<file path="src/rtl/sequential_divider_pkg.sv">
// Shared arithmetic definitions for the sequential divider.
// State encoding, default width and result constants.
package sequential_divider_pkg;

  localparam int WIDTH_DEF = 32;

  localparam int CNT_W_DEF = $clog2(WIDTH_DEF) + 1;

  localparam logic [WIDTH_DEF-1:0] DBZ_QUOT = '1;

  typedef enum logic [1:0] {
    IDLE,
    RUN,
    FINISH
  } state_t;

  function automatic int cnt_width(input int w);
    return $clog2(w) + 1;
  endfunction

endpackage

</file>
<file path="src/rtl/sequential_divider_if.sv">
// Start/done handshake bundle between the arithmetic unit
// and the sequential divider.
interface sequential_divider_if
  #(parameter int WIDTH = sequential_divider_pkg::WIDTH_DEF);

  logic             start;
  logic             is_signed;
  logic [WIDTH-1:0] dividend;
  logic [WIDTH-1:0] divisor;
  logic [WIDTH-1:0] quotient;
  logic [WIDTH-1:0] remainder;
  logic             div_by_zero;
  logic             busy;
  logic             done;

  modport master (
    output start, is_signed, dividend, divisor,
    input  quotient, remainder, div_by_zero, busy, done
  );

  modport slave (
    input  start, is_signed, dividend, divisor,
    output quotient, remainder, div_by_zero, busy, done
  );

endinterface

</file>
<file path="src/rtl/cond_negate.sv">
// Combinational conditional two's-complement negate.
// Shared by the divider and the shift-add multiplier.
module cond_negate #(
  parameter int WIDTH = 32
) (
  input  logic             en,
  input  logic [WIDTH-1:0] a,
  output logic [WIDTH-1:0] y
);

  assign y = en ? (~a + WIDTH'(1)) : a;

endmodule

</file>
<file path="src/rtl/sequential_divider.sv">
// Restoring divider, one quotient bit per clock.
// Signs are stripped on entry and reapplied in FINISH.
module sequential_divider
  import sequential_divider_pkg::*;
#(
  parameter int WIDTH = WIDTH_DEF
) (
  input logic                clk,
  input logic                rst_n,
  sequential_divider_if.slave bus
);

  localparam int CW = cnt_width(WIDTH);

  state_t           state_q, state_n;
  logic [WIDTH:0]   rem_q, rem_n;
  logic [WIDTH-1:0] acc_q, acc_n;
  logic [WIDTH-1:0] dvs_q, dvs_n;
  logic [CW-1:0]    cnt_q, cnt_n;
  logic             q_neg_q, q_neg_n;
  logic             r_neg_q, r_neg_n;
  logic             zero_q, zero_n;
  logic [WIDTH-1:0] quot_q, quot_n;
  logic [WIDTH-1:0] remd_q, remd_n;
  logic             done_q, done_n;
  logic             dbz_q, dbz_n;

  logic             a_neg, b_neg;
  logic [WIDTH-1:0] dvd_mag, dvs_mag;
  logic [WIDTH-1:0] q_fin, r_fin;
  logic [WIDTH:0]   shifted, trial;

  assign a_neg = bus.is_signed & bus.dividend[WIDTH-1];
  assign b_neg = bus.is_signed & bus.divisor[WIDTH-1];

  cond_negate #(.WIDTH(WIDTH)) u_dvd (
    .en(a_neg), .a(bus.dividend), .y(dvd_mag)
  );

  cond_negate #(.WIDTH(WIDTH)) u_dvs (
    .en(b_neg), .a(bus.divisor), .y(dvs_mag)
  );

  cond_negate #(.WIDTH(WIDTH)) u_quo (
    .en(q_neg_q), .a(acc_q), .y(q_fin)
  );

  cond_negate #(.WIDTH(WIDTH)) u_rem (
    .en(r_neg_q), .a(rem_q[WIDTH-1:0]), .y(r_fin)
  );

  // Remainder stays below the divisor, so the shift never loses a set bit.
  assign shifted = (rem_q << 1)
                 | {{WIDTH{1'b0}}, acc_q[WIDTH-1]};
  assign trial   = shifted - {1'b0, dvs_q};

  always_comb begin
    state_n = state_q;
    rem_n   = rem_q;
    acc_n   = acc_q;
    dvs_n   = dvs_q;
    cnt_n   = cnt_q;
    q_neg_n = q_neg_q;
    r_neg_n = r_neg_q;
    zero_n  = zero_q;
    quot_n  = quot_q;
    remd_n  = remd_q;
    done_n  = done_q;
    dbz_n   = dbz_q;
    unique case (state_q)
      IDLE: begin
        if (bus.start) begin
          done_n  = 1'b0;
          dbz_n   = 1'b0;
          q_neg_n = a_neg ^ b_neg;
          r_neg_n = a_neg;
          if (bus.divisor == '0) begin
            zero_n  = 1'b1;
            acc_n   = bus.dividend;
            state_n = FINISH;
          end else begin
            zero_n  = 1'b0;
            acc_n   = dvd_mag;
            dvs_n   = dvs_mag;
            rem_n   = '0;
            cnt_n   = '0;
            state_n = RUN;
          end
        end
      end
      RUN: begin
        rem_n = trial[WIDTH] ? shifted : trial;
        acc_n = {acc_q[WIDTH-2:0], ~trial[WIDTH]};
        cnt_n = cnt_q + CW'(1);
        if (cnt_q == CW'(WIDTH - 1)) begin
          state_n = FINISH;
        end
      end
      FINISH: begin
        // acc_q still holds the raw dividend on divide-by-zero.
        if (zero_q) begin
          quot_n = {WIDTH{DBZ_QUOT[0]}};
          remd_n = acc_q;
          dbz_n  = 1'b1;
        end else begin
          quot_n = q_fin;
          remd_n = r_fin;
        end
        done_n  = 1'b1;
        state_n = IDLE;
      end
      default: state_n = IDLE;
    endcase
  end

  always_ff @(posedge clk or negedge rst_n) begin
    if (!rst_n) begin
      state_q <= IDLE;
      rem_q   <= '0;
      acc_q   <= '0;
      dvs_q   <= '0;
      cnt_q   <= '0;
      q_neg_q <= 1'b0;
      r_neg_q <= 1'b0;
      zero_q  <= 1'b0;
      quot_q  <= '0;
      remd_q  <= '0;
      done_q  <= 1'b0;
      dbz_q   <= 1'b0;
    end else begin
      state_q <= state_n;
      rem_q   <= rem_n;
      acc_q   <= acc_n;
      dvs_q   <= dvs_n;
      cnt_q   <= cnt_n;
      q_neg_q <= q_neg_n;
      r_neg_q <= r_neg_n;
      zero_q  <= zero_n;
      quot_q  <= quot_n;
      remd_q  <= remd_n;
      done_q  <= done_n;
      dbz_q   <= dbz_n;
    end
  end

  assign bus.quotient    = quot_q;
  assign bus.remainder   = remd_q;
  assign bus.div_by_zero = dbz_q;
  assign bus.done        = done_q;
  assign bus.busy        = (state_q != IDLE);

endmodule

</file>
<file path="src/flat_wrapper.sv">
// flat-port wrapper written by rule: the top's interface ports become plain ports
module sequential_divider_flat import sequential_divider_pkg::*;
#(
  parameter int WIDTH = WIDTH_DEF
)
  (clk, rst_n, bus_start, bus_is_signed, bus_dividend, bus_divisor, bus_quotient, bus_remainder, bus_div_by_zero, bus_busy, bus_done);
  sequential_divider_if #(.WIDTH(WIDTH)) bus_i ();
  input logic clk;
  input logic rst_n;
  input wire logic [$bits(bus_i.start)-1:0] bus_start;
  input wire logic [$bits(bus_i.is_signed)-1:0] bus_is_signed;
  input wire logic [$bits(bus_i.dividend)-1:0] bus_dividend;
  input wire logic [$bits(bus_i.divisor)-1:0] bus_divisor;
  output wire logic [$bits(bus_i.quotient)-1:0] bus_quotient;
  output wire logic [$bits(bus_i.remainder)-1:0] bus_remainder;
  output wire logic [$bits(bus_i.div_by_zero)-1:0] bus_div_by_zero;
  output wire logic [$bits(bus_i.busy)-1:0] bus_busy;
  output wire logic [$bits(bus_i.done)-1:0] bus_done;
  assign bus_i.start = bus_start;
  assign bus_i.is_signed = bus_is_signed;
  assign bus_i.dividend = bus_dividend;
  assign bus_i.divisor = bus_divisor;
  assign bus_quotient = bus_i.quotient;
  assign bus_remainder = bus_i.remainder;
  assign bus_div_by_zero = bus_i.div_by_zero;
  assign bus_busy = bus_i.busy;
  assign bus_done = bus_i.done;
  sequential_divider #(.WIDTH(WIDTH)) u_core (.clk(clk), .rst_n(rst_n), .bus(bus_i));
endmodule
</file>
<file path="config.mk">
export PLATFORM = sky130hd
export DESIGN_NAME = sequential_divider_flat
export DESIGN_NICKNAME = d
export VERILOG_FILES = /design/src/rtl/sequential_divider_pkg.sv /design/src/rtl/sequential_divider_if.sv /design/src/rtl/cond_negate.sv /design/src/rtl/sequential_divider.sv /design/src/flat_wrapper.sv
export SDC_FILE = /design/constraint.sdc
export NUM_CORES = 1
export LEC_CHECK = 0
export ABC_AREA = 0
export CORE_MARGIN = 2
export CORE_UTILIZATION = 40
export CTS_CLUSTER_SIZE = 14
export DETAILED_ROUTE_END_ITERATION = 16
export GPL_TIMING_DRIVEN = 0
export PLACE_DENSITY = 0.63
export SLEW_MARGIN = 0
export SYNTH_ARGS = -nofsm -noshare
export SYNTH_HDL_FRONTEND = slang
export SYNTH_SLANG_ARGS = --single-unit
export TNS_END_PERCENT = 100
</file>
<file path="constraint.sdc">
create_clock -name clk -period 7.3 [get_ports clk]
set_input_delay 0.73 -clock clk [delete_from_list [all_inputs] [get_ports clk]]
set_output_delay 0.73 -clock clk [all_outputs]
set_load 0.1 [all_outputs]
</file>
==> impl_metrics.py, run 1 <==
metrics = {
    "logic_synthesis": {
        "yosys_warnings": 0,
        "synth-edff-count": 0,
        "synth_largest_area_cell": "dfrtp_1",
        "synth.most_common_cell": "dfrtp_1",
        "synth_top_cell_area_share_pct": 38.1,
        "async_flop_share_pct": 100,
        "syn_nets": 1453,
        "avgSynthCellArea_um2": 8.43,
        "netlist_top_cells_count": "dfrtp_1, nand2_1, a21oi_1",
        "synth_seq_cells": 173,
        "syn_area_um2": 11300,
        "seq_area_frac_synth_pct": 38.1,
        "netlist_instances": 1347,
        "netlist_top_cells_area": "dfrtp_1, xor2_1, a21oi_1, o21ai_0, nand2_1",
        "netlist-cell-type-count": 64,
        "ys_dominant_reg_cell": "dfrtp_1",
    },
    "detailed_routing": {
        "dr.first_iter.drc_count": 739,
        "firstDrtPassIters": 7,
        "drtAntennaViolNets": 0,
        "viasPerCell": 5.40,
        "drt_wl_total_mm": 32.6,
        "via_count": 10204,
        "wire_per_inst_um": 17.2,
        "drc_errors": 0,
    },
    "placed_design": {
        "dp_cells": 1859,
        "portBuffers": 133,
        "dp_slack_ns": 2.98,
        "place_hpwl_mm": 25.4,
        "gp_congestion": 0.871,
        "placed_cell_area_um2": 13200,
    },
    "worst_setup_path": {
        "critPathTopFamily": "compound AO/OA/AOI/OAI gates",
        "worstReg2RegStart": "u_core.acc_q[31]$_DFFE_PN0P_",
        "required_ns": 7.59,
        "criticalPathCategory": "register to register",
        "critPathMaxStageDelay_ns": 0.53,
        "critPathSlowestCell": "xor2_2",
        "crit_buf_inv": 2,
        "cp-end-kind": "register",
        "rr_endpoint": "u_core.rem_q[30]$_DFFE_PN0P_",
        "crit_start": "u_core.acc_q[31]$_DFFE_PN0P_",
        "cp_num_cells": 13,
        "arrival_ns": 4.22,
        "rr_worst_depth": 13,
        "worstPathCellList": "inv_1 > ha_1 > fa_1 > nand2b_1 > a21oi_1 > o21ai_0 > a21oi_1 > nor2_1 > o21bai_1 > xor2_2 > clkbuf_1 > a2bb2oi_1 > o21ai_0",
        "startpoint_type": "register",
        "r2r_slack_ns": 3.36,
        "crit_fanout": 10,
    },
    "timing": {
        "rsz0062_at_grt": "false",
        "setup_viol": 0,
        "fmax_ghz": 0.254,
        "worst_slew_pin_slew_ns": 0.983,
        "layout_min_cycle_time_ns": 3.94,
        "worst_slack_ns": 3.36,
        "holdWs_ns": 0.223,
        "fin_skew_ns": 0.0111,
        "hold_violations": 0,
        "fin_crit_sh_pct": 53.9,
        "final_max_slew_viol_count": 0,
        "slew_headroom_pct": 34.3,
    },
    "pwr": {
        "vdd_drop_max_uv": 178,
        "powerDensity_nw_per_um2": 465,
        "leakagePower_nw": 5.79,
    },
    "finish": {
        "nets": 1606,
        "final_util_pct": 49.5,
        "drive_above_1_share_pct": 4.70,
        "syn_to_final_growth_pct": 21.6,
        "stdcell_area_um2": 13800,
        "final_cell_count_no_fill": 1890,
        "antenna_cells": 0,
    },
    "clock_network": {
        "holdBufCountCts": 0,
        "clkLatencyLatePin_ns": 0.43,
        "h-tree-depth": 4,
        "clkTransAtPathRegs_ns": 0.07,
        "cts_resized": 0,
        "cts.path.max_buffers": 2,
        "cts_root_buffer": "clkbuf_16",
        "cts_setup_buffers": 0,
        "cts_tree": "built",
        "cts.sinks": 173,
        "cts_inserted_buffers": 17,
    },
    "outcome": {
        "outcome": "finished clean",
    },
    "global_route": {
        "grt_max_degree": 107,
        "grt_pass1_vias": 9823,
        "antenna_found_initial": 0,
        "grt_pass1_wl_mm": 51.8,
        "overflow": 0,
        "grt_usage_pct": 22.4,
    },
    "die": {
        "die_x_um": 172,
        "die_h_um": 172,
        "row_count": 61,
        "die-area_um2": 29700,
        "coreArea_um2": 27900,
        "initial_core_util_pct": 40.7,
        "ios": 135,
    },
    "worst_hold_path": {
        "hp-class": "input port to async pin",
    },
    "flow_run": {
        "maxCapViolCount": 0,
    },
}
==> layout by cell type, fill, tap and decap left out, types with 7 or more instances in the layout <==
cell	instances
a21o_1	16
nand4_1	11
clkbuf_16	17
clkbuf_1	58
clkdlybuf4s50_1	132
o22ai_1	9
o21ai_1	15
or4_1	12
nor2b_1	8
xnor2_1	44
o31ai_1	33
o21a_1	8
and2_1	7
o41ai_1	10
ha_1	37
xor2_1	107
or3_1	19
o21ai_0	128
nand2_1	149
inv_1	51
a21oi_1	131
dfrtp_1	173
nor4_1	8
o21bai_1	7
buf_2	11
nor3_1	16
nor2_1	125
mux2i_1	26
nand2b_1	7
a22oi_1	25
nand3_1	23
==> cell families (layout without fill, tap and decap cells) <==
| group | Yosys count | count (layout) | share of synthesized area (%) |
|---|---|---|---|
| XOR/XNOR | 152 | 152 | 11.8 |
| multiplexers | 28 | 28 | 2.49 |
| flip-flops | 173 | 173 | 38.1 |
| AO/OA/AOI/OAI | 415 | 415 | 21.8 |
| adder cells (fa/ha/maj) | 38 | 38 | 4.26 |
| AND/OR/NAND/NOR | 410 | 410 | 16.8 |
| buffers and inverters | 131 | 296 | 4.72 |
==> routing by layer <==
metal,track usage (%),part of all wire [%],vias up,wire length [um]
li1,-,-,5049,-
met1,30.0,46,4788,14800
met2,38.3,48,334,15500
met3,2.82,5.4,33,1770
met4,5.48,1.5,0,485
met5,0,0,-,0
==> how the worst max path moves through the flow <==
| stage | to |
|---|---|
| finish | u_core.rem_q[30]$_DFFE_PN0P_ |
| global route | u_core.rem_q[30]$_DFFE_PN0P_ |
| CTS | u_core.rem_q[30]$_DFFE_PN0P_ |
| detailed placement | u_core.acc_q[27]$_DFFE_PN0P_ |
| global placement | u_core.dvs_q[27]$_DFFE_PN0P_ |
| floorplan | u_core.rem_q[10]$_DFFE_PN0P_ |
==> flip-flops by register name, indices dropped and copies added (netlist names) <==
register and count:
u_core.acc_q 32, u_core.bus.quotient 32, u_core.bus.remainder 32, u_core.dvs_q 32, u_core.rem_q 32, u_core.cnt_q 6, u_core.state_q 2, u_core.bus.div_by_zero 1
u_core.bus.done 1, u_core.q_neg_q 1, u_core.r_neg_q 1, u_core.zero_q 1
==> final cells by class <==
cell class,instances,area (um^2)
Inverter,51,191
Tap cell,378,473
Clock inverter,13,175
Multi-Input combinational cell,1043,6480
Clock buffer,18,439
Fill cell,2632,14100
Timing Repair Buffer,134,1360
Buffer,80,344
Sequential cell,173,4330
==> where the power goes <==
group / total [W] / switching [W] / leakage (nW) / internal [W]
Combinational: 0.00371 / 0.00224 / 3.28 / 0.00147
Clock: 0.000972 / 0.000416 / 0.300 / 0.000555
Sequential: 0.00174 / 0.000426 / 2.21 / 0.00131
Total: 0.00642 / 0.00308 / 5.79 / 0.00333
==> through the flow <==
| step | TNS, ns | total power [W] |
|---|---|---|
| floorplan | 0 | 0.00450 |
| global placement | -290.29 | 0.00536 |
| detailed placement | 0 | 0.00544 |
| CTS | 0 | 0.00642 |
| global route | 0 | 0.00693 |
| finish | 0 | 0.00642 |
Note: power is estimated with default switching activity, not from simulation.
==> inputs of run 2 (changes only) <==
--- a/config.mk
+++ b/config.mk
@@ -11,7 +11,7 @@
 export CTS_CLUSTER_SIZE = 14
 export DETAILED_ROUTE_END_ITERATION = 16
 export GPL_TIMING_DRIVEN = 0
-export PLACE_DENSITY = 0.63
+export PLACE_DENSITY = 0.66
 export SLEW_MARGIN = 0
 export SYNTH_ARGS = -nofsm -noshare
 export SYNTH_HDL_FRONTEND = slang
==> constraint.sdc (replaced) <==
create_clock -name clk -period 3.3 [get_ports clk]
set_input_delay 0.33 -clock clk [delete_from_list [all_inputs] [get_ports clk]]
set_output_delay 0.33 -clock clk [all_outputs]
set_load 0.1 [all_outputs]
==> impl_metrics.py, run 2 (synthesis results as in run 1) <==
metrics = {
    "finish": {
        "nets": 1611,
        "final_common_cell": "dfrtp_1",
        "antenna_cells": 0,
        "drive_above_1_share_pct": 5.93,
        "syn_to_final_growth_pct": 22.6,
        "final_cell_mix": "dfrtp_1, nand2_1, clkdlybuf4s50_1",
        "filler_cell_count": 2633,
        "final_util_pct": 49.9,
    },
    "pwr": {
        "seqPwrFrac_pct": 26.8,
        "p_clk_share_pct": 14.4,
        "power.total_w": 0.0144,
        "swShare_pct": 48.0,
        "powerDensity_nw_per_um2": 1040,
        "comb_power_share_pct": 58.9,
        "vdd_drop_max_uv": 522,
        "p_int_w": 0.00749,
        "p_sw_w": 0.00691,
        "leakagePower_nw": 5.83,
    },
    "clock_network": {
        "clkLatencyLatePin_ns": 0.43,
        "cts_tree": "built",
        "cts_root_buffer": "clkbuf_16",
        "h-tree-depth": 4,
        "cts_inserted_buffers": 17,
        "cts.path.max_buffers": 2,
        "clkTransAtPathRegs_ns": 0.07,
        "cts.sinks": 173,
    },
    "worst_setup_path": {
        "crit_end": "u_core.rem_q[15]$_DFFE_PN0P_",
        "r2r_slack_ns": 0.11,
        "worstPathCellList": "inv_2 > ha_1 > fa_1 > nand2b_1 > a21oi_2 > o21ai_1 > a21oi_2 > nor2_2 > o21bai_2 > xor2_4 > buf_4 > mux2_2 > o21ai_0",
        "startpoint_type": "register",
        "critPathSlowestCell": "fa_1",
        "cp-end-kind": "register",
        "critPathMaxStageDelay_ns": 0.41,
        "crit_start": "u_core.acc_q[31]$_DFFE_PN0P_",
        "criticalPathCategory": "register to register",
        "crit_fanout": 7,
        "worstReg2RegStart": "u_core.acc_q[31]$_DFFE_PN0P_",
        "required_ns": 3.64,
        "arrival_ns": 3.52,
        "rr_worst_depth": 13,
        "rr_endpoint": "u_core.rem_q[15]$_DFFE_PN0P_",
        "cp_common_cell": "a21oi_2",
    },
    "die": {
        "ios": 135,
        "die_x_um": 172,
        "coreArea_um2": 27900,
        "die_h_um": 172,
        "die-area_um2": 29700,
        "row_count": 61,
        "initial_core_util_pct": 40.7,
    },
    "timing": {
        "worst_slew_pin_slew_ns": 0.991,
        "fmax_ghz": 0.314,
        "final_max_slew_viol_count": 0,
        "worst_slack_ns": 0.115,
        "slew_headroom_pct": 33.7,
        "fin_skew_ns": 0.0109,
        "fin_crit_sh_pct": 96.5,
        "hold_violations": 0,
        "rsz0062_at_grt": "false",
        "setup_viol": 0,
        "layout_min_cycle_time_ns": 3.19,
    },
    "placed_design": {
        "portBuffers": 133,
        "gp_congestion": 0.884,
        "dp_slack_ns": -0.616,
        "place_hpwl_mm": 25.5,
    },
    "global_route": {
        "grt_max_degree": 91,
        "grt_pass1_wl_mm": 53.3,
        "grt_pass1_vias": 10268,
        "grt_usage_pct": 22.8,
        "overflow": 0,
        "antenna_found_initial": 0,
    },
    "detailed_routing": {
        "drc_errors": 0,
        "firstDrtPassIters": 6,
        "via_count": 10337,
        "dr.first_iter.drc_count": 831,
        "drt_wl_total_mm": 33.0,
        "drtAntennaViolNets": 0,
        "wire_per_inst_um": 17.4,
        "viasPerCell": 5.45,
    },
    "worst_hold_path": {
        "hp-start": "bus_start",
        "hp-class": "input port to register",
    },
    "flow_run": {
        "maxCapViolCount": 0,
    },
    "outcome": {
        "outcome": "finished clean",
    },
}
## run 2: changes by cell type in the layout (fill, tap and decap cells not counted), moves of 3 or more
cell	previous run	this run
inv_6	6	2
a21oi_1	131	126
buf_4	1	6
a21oi_2	0	5
clkinvlp_4	1	4
## run 2: layout make-up
cell class                      instances  area [um^2]  share of cell area (%)
Clock inverter                         11          134                   0.962
Inverter                               51          191                    1.38
Timing Repair Buffer                  139         1400                    10.1
Multi-Input combinational cell       1043         6550                    47.1
Buffer                                 80          364                    2.62
Tap cell                              378          473                    3.40
Sequential cell                       173         4330                    31.1
Clock buffer                           20          467                    3.35
## run 2: power groups by stage
| stage | registers, W | logic, W | clock network (W) |
|---|---|---|---|
| floorplan | 0.00439 | 0.00556 | 0 |
| global placement | 0.00383 | 0.00804 | 0 |
| detailed placement | 0.00386 | 0.00815 | 0 |
| CTS | 0.00383 | 0.00832 | 0.00209 |
| global route | 0.00397 | 0.00941 | 0.00217 |
| finish | 0.00386 | 0.00848 | 0.00207 |
## run 2: timing repair
action	4_1_cts	5_1_grt
hold buffers	1	0
pin swaps	2	1
setup buffers	2	2
hold endpoints to repair	83	0
endpoints found under the setup margin	59	50
gates resized for setup	9	17
## run 2: metrics by stage
step / hold WS, ns / instances / setup TNS, ns / cell area, um^2
2_1_floorplan: 0.0344 / 1347 / 0 / 11300
3_3_place_gp: 0.461 / 1858 / -947.46 / 13200
3_5_place_dp: 0.370 / 1859 / -42.85 / 13200
4_1_cts: 0.325 / 1893 / 0 / 13800
5_1_grt: 0.374 / 1895 / 0 / 13900
6_report: 0.354 / 1895 / 0 / 13900
## run 2: how the worst min path moves through the flow
| stage | cells after the start | end |
|---|---|---|
| 2_1_floorplan | 0 | u_core.acc_q[0]$_DFFE_PN0P_ |
| 3_3_place_gp | 2 | u_core.bus.quotient[0]$_DFFE_PN0P_ |
| 3_5_place_dp | 1 | u_core.bus.quotient[6]$_DFFE_PN0P_ |
| 4_1_cts | 3 | u_core.acc_q[17]$_DFFE_PN0P_ |
| 5_1_grt | 3 | u_core.acc_q[21]$_DFFE_PN0P_ |
| 6_report | 3 | u_core.acc_q[17]$_DFFE_PN0P_ |
## run 2: routing by layer
metal	wire [um]	share of wire, %	track usage, %
met1	14900	45	30.3
met3	1970	6.0	3.36
met2	15300	46	38.2
met5	0	0	0
met4	843	2.6	7.60
## run 2: critical path: cells and delay by family, from the launching register on
family | cells | cell delay [ns]
AOI/OAI and AO/OA | 5 | 0.92
DFF | 1 | 0.39
xor gates and xnor gates | 1 | 0.28
muxes | 1 | 0.31
buffers and inverters | 2 | 0.26
adders and majority gates | 2 | 0.64
and+or+nand+nor | 2 | 0.29
